--- config.mk ---
export PLATFORM = sky130hd
export DESIGN_NAME = jtopl_slot_reg
export DESIGN_NICKNAME = d
export VERILOG_FILES = /design/src/rtl/jtopl_slot_reg_pkg.sv /design/src/rtl/jtopl_slot_cnt.sv /design/src/rtl/jtopl_slot_reg.sv
export SDC_FILE = /design/constraint.sdc
export NUM_CORES = 1
export LEC_CHECK = 0
export BUFFER_PORTS_ARGS = -buffer_cell sky130_fd_sc_hd__buf_2
export CORE_UTILIZATION = 55
export DETAILED_ROUTE_END_ITERATION = 12
export GPL_TIMING_DRIVEN = 0
export PLACE_DENSITY = 0.73
export SYNTH_ARGS = -nofsm -noshare
export SYNTH_HDL_FRONTEND = slang
export SYNTH_SLANG_ARGS = --single-unit
export TNS_END_PERCENT = 20
--- constraint.sdc ---
create_clock -name clk -period 2.5 [get_ports clk]
set_input_delay 0.375 -clock clk [delete_from_list [all_inputs] [get_ports clk]]
set_output_delay 0.375 -clock clk [all_outputs]
set_load 0.03 [all_outputs]
--- src/rtl/jtopl_slot_reg_pkg.sv ---
// Shared definitions for the per-slot parameter store and its slot counter.
package jtopl_slot_reg_pkg;

  localparam int SLOT_W     = 5;
  localparam int DEF_STAGES = 18;

  typedef enum logic {
    WR_IDLE = 1'b0,
    WR_BUSY = 1'b1
  } wr_state_t;

  // A 5-bit counter cannot address more than 32 slots; fewer than 3 breaks the ring.
  function automatic bit stages_ok(input int n);
    return (n > 2) && (n <= 32);
  endfunction

endpackage

--- src/rtl/jtopl_slot_cnt.sv ---
// Slot counter with a revolution marker; shared by the operator pipeline stages.
module jtopl_slot_cnt
  import jtopl_slot_reg_pkg::*;
#(
  parameter int STAGES = DEF_STAGES
) (
  input  logic              clk,
  input  logic              rst_n,
  input  logic              cen,
  output logic [SLOT_W-1:0] slot,
  output logic              zero
);

  localparam logic [SLOT_W-1:0] LAST = SLOT_W'(STAGES - 1);

  if (!stages_ok(STAGES)) begin : g_stages_chk
    $error("jtopl_slot_cnt: STAGES must be within 3..32");
  end

  always_ff @(posedge clk or negedge rst_n) begin
    if (!rst_n) begin
      slot <= '0;
      zero <= 1'b1;
    end else if (cen) begin
      if (slot == LAST) begin
        slot <= '0;
        zero <= 1'b1;
      end else begin
        slot <= slot + 1'b1;
        zero <= 1'b0;
      end
    end
  end

endmodule

--- src/rtl/jtopl_slot_reg.sv ---
// Per-slot parameter ring, time-aligned with the slot counter, with single-value write injection.
module jtopl_slot_reg
  import jtopl_slot_reg_pkg::*;
#(
  parameter int WIDTH  = 8,
  parameter int STAGES = DEF_STAGES,
  parameter int RSTVAL = 0
) (
  input  logic              clk,
  input  logic              rst_n,
  input  logic              cen,
  input  logic              wr_req,
  input  logic [SLOT_W-1:0] wr_slot,
  input  logic [WIDTH-1:0]  wr_data,
  output logic              wr_busy,
  output logic              wr_ack,
  output logic              wr_err,
  output logic [SLOT_W-1:0] slot,
  output logic              zero,
  output logic [WIDTH-1:0]  dout
);

  localparam logic             RST_BIT  = 1'(RSTVAL);
  localparam logic [WIDTH-1:0] RST_WORD = {WIDTH{RST_BIT}};
  localparam logic [SLOT_W:0]  NSLOTS   = (SLOT_W + 1)'(STAGES);

  if (!stages_ok(STAGES)) begin : g_stages_chk
    $error("jtopl_slot_reg: STAGES must be within 3..32");
  end

  wr_state_t         st;
  logic [SLOT_W-1:0] wr_slot_q;
  logic [WIDTH-1:0]  wr_data_q;
  logic [WIDTH-1:0]  ring [STAGES];
  logic              slot_ok;
  logic              inject;

  jtopl_slot_cnt #(.STAGES(STAGES)) u_cnt (
    .clk   (clk),
    .rst_n (rst_n),
    .cen   (cen),
    .slot  (slot),
    .zero  (zero)
  );

  assign slot_ok = {1'b0, wr_slot} < NSLOTS;
  assign inject  = (st == WR_BUSY) && (slot == wr_slot_q);
  assign wr_busy = (st == WR_BUSY);
  assign dout    = ring[0];

  // Head recirculates to the tail unless the pending write targets the slot leaving now.
  always_ff @(posedge clk or negedge rst_n) begin
    if (!rst_n) begin
      for (int i = 0; i < STAGES; i++) ring[i] <= RST_WORD;
    end else if (cen) begin
      for (int i = 0; i < STAGES - 1; i++) ring[i] <= ring[i+1];
      ring[STAGES-1] <= inject ? wr_data_q : ring[0];
    end
  end

  always_ff @(posedge clk or negedge rst_n) begin
    if (!rst_n) begin
      st     <= WR_IDLE;
      wr_ack <= 1'b0;
      wr_err <= 1'b0;
    end else begin
      wr_ack <= 1'b0;
      wr_err <= 1'b0;
      case (st)
        WR_IDLE: begin
          if (wr_req) begin
            if (slot_ok) st <= WR_BUSY;
            else         wr_err <= 1'b1;
          end
        end
        WR_BUSY: begin
          if (cen && inject) begin
            st     <= WR_IDLE;
            wr_ack <= 1'b1;
          end
        end
        default: st <= WR_IDLE;
      endcase
    end
  end

  // Latched write is captured only from idle, so a busy store never loses its data.
  always_ff @(posedge clk) begin
    if (st == WR_IDLE && wr_req && slot_ok) begin
      wr_slot_q <= wr_slot;
      wr_data_q <= wr_data;
    end
  end

endmodule
==> flow_summary.json <==
{
  "async_flop_share": 0.922,
  "ys.flop_type": "dfrtp_1",
  "post-place-ws_ns": 0.231,
  "drc": 0,
  "clk_pin_slew_ns": 0.06,
  "r2r-start": "wr_busy",
  "synth-edff-count": 13,
  "core-area_um2": 11400,
  "track_usage": 0.189,
  "postRouteAntennaNets": 0,
  "die_h_um": 110,
  "nFillCells": 808,
  "wl_per_cell_um": 16.5,
  "grt_max_degree": 99,
  "postSynthAreaPerCell_um2": 16.0,
  "whs_path_depth": 1,
  "start_util": 0.564,
  "cts_resized": 0,
  "max_cap_violations": 0,
  "slew_headroom": 0.184,
  "status": "finished clean",
  "vias": 3323,
  "finalWirelength_um": 10000,
  "portBuffers": 32,
  "finalClockSkew_ns": 0.00729,
  "yosys_warnings": 0,
  "maxSlewViolCount": 0,
  "cts_root_buf": "clkbuf_16",
  "syn_nets": 419,
  "insertion_delay_ns": 0.42,
  "worstHoldStart": "wr_data[3]",
  "multi_input_area_um2": 2010,
  "place.gp.congestion": 0.729,
  "htree_levels": 4,
  "num_antenna_cells": 0,
  "drive_above_1_share": 0.483,
  "dr.pass1.iters": 4,
  "layout-area-overhead-vs-synth_pct": 15.2,
  "ys_types": 33,
  "fin_crit_ns": 1.89,
  "crit_fanout": 14,
  "max-vdd-ir-drop_mv": 0.635,
  "netlist_area_um2": 6410,
  "hold_path_class": "in -> reg",
  "setup_viol": 0,
  "nNetsFinal": 472,
  "whs_endpoint": "wr_data_q[3]",
  "ys_ff_latch": 166,
  "boundaryPins": 34,
  "layout_commonest_cell": "dfrtp_1",
  "r2r_slack_ns": 0.61,
  "fin_crit_sh": 0.756,
  "max_freq_mhz": 529,
  "power_uw": 6850,
  "grt_pass1_vias": 3359,
  "cts_setup_buffers": 0,
  "row_count": 39,
  "r2r_cells": 3,
  "static-leakage-power_uw": 0.00371,
  "r2r_end": "wr_data_q[1]",
  "cts_tree": "yes",
  "final_cell_mix": "152 x dfrtp_1, 137 x mux2_2, 41 x buf_2",
  "antenna_found_initial": 0,
  "cts.path.max_buffers": 2,
  "cts.sink_count": 166,
  "ys_seq_area_frac": 0.659,
  "viasPerCell": 5.47,
  "die_area_um2": 12100,
  "grt_overflow_total": 0,
  "initialDrtViolationCount": 193,
  "powerDensity_nw_per_um2": 928,
  "cp.arrival_ns": 1.92,
  "die_w_um": 110,
  "dpl.hpwl_um": 6650,
  "syn_inst": 400,
  "criticalPathCategory": "reg -> reg",
  "numCtsBuffers": 17,
  "start_kind": "flip-flop",
  "worst_pin_slew_ns": 1.22,
  "crit_required_ns": 2.53,
  "end_kind": "flip-flop",
  "grt_pass1_wl_um": 16700,
  "finalHoldViolCount": 0,
  "seqCellArea_um2": 4220,
  "layout_setup_ws_ns": 0.609,
  "rsz0062_at_grt": "no",
  "hold_buffers": 1
}
==> kinds of logic after synthesis <==
logic type	Yosys count	synth area share
buffers and inverters	33	0.0283
adder cells (fa/ha/maj)	2	0.00390
XOR/XNOR	5	0.00801
flip-flops	166	0.659
AO/OA/AOI/OAI	34	0.0406
multiplexers	137	0.241
AND/OR/NAND/NOR	23	0.0199
==> worst max-delay path, stage by stage, from the launching register on <==
cell	delay (ns)
dfrtp_1	0.42
inv_1	0.10
nand2_1	0.05
a21oi_1	0.93
==> layer usage <==
metal | wire (µm) | global-route usage | vias up
met2 | 4940 | 0.289 | 38
met3 | 248 | 0.0516 | 14
li1 | - | - | 1541
met5 | 0 | 0 | -
met1 | 4650 | 0.255 | 1730
met4 | 158 | 0.0819 | 0
==> state kept, by name, summed over array words and instances, names as in the netlist <==
register    cells
dout            8
ring          136
u_cnt.slot      5
u_cnt.zero      1
wr_ack          1
wr_busy         1
wr_data_q       8
wr_err          1
wr_slot_q       5
==> synthesized netlist by cell type, types with 2 or more instances <==
cell type	instances	area share
a311o_1	8	0.012
dfrtp_1	152	0.59
ha_1	2	0.0039
xnor2_1	3	0.0041
or3_1	3	0.0029
nor3_1	2	0.0016
nand2_1	10	0.0059
a21oi_1	11	0.0086
mux2_2	137	0.24
buf_6	2	0.0035
inv_1	4	0.0023
clkbuf_1	9	0.0053
buf_2	10	0.0078
o2bb2ai_1	8	0.011
edfxtp_1	13	0.061
buf_4	8	0.0094
o21ai_0	2	0.0016
==> through the flow <==
step	instances	utilization	hold slack, ns	cell area [µm²]	TNS [ns]
6_report	607	0.649	0.126	7380	0
5_1_grt	607	0.649	0.115	7380	0
4_1_cts	607	0.649	0.120	7380	0
3_5_place_dp	576	0.596	0.380	6780	0
3_3_place_gp	575	0.593	0.473	6750	-158.54
2_1_floorplan	400	-	0.0794	6410	0
==> cell type report <==
type / count / share of cell area
plain buffers: 29 / 0.0226
inverters: 4 / 0.00203
clock buffers: 21 / 0.0624
repair buffers: 34 / 0.0276
clock inverters: 9 / 0.0173
flip-flops and latches: 166 / 0.572
multi-input cells: 201 / 0.272
well taps: 143 / 0.0242
==> power breakdown <==
| group | internal, µW | switching, µW | total, µW |
|---|---|---|---|
| sequential | 3110 | 234 | 3340 |
| combinational | 467 | 466 | 932 |
| clock | 1610 | 969 | 2570 |
| total | 5180 | 1670 | 6850 |
==> how the worst max path moves through the flow <==
stage,from,end,slack (ns)
after floorplan,wr_slot[3],wr_data_q[0],0.62
after global placement,rst_n,wr_err,-1.05
after detailed placement,wr_slot[3],wr_data_q[1],0.23
after CTS,wr_busy,wr_data_q[1],0.58
after global routing,wr_busy,wr_data_q[1],0.44
final,wr_busy,wr_data_q[1],0.61
(Power assumes the default switching activity.)
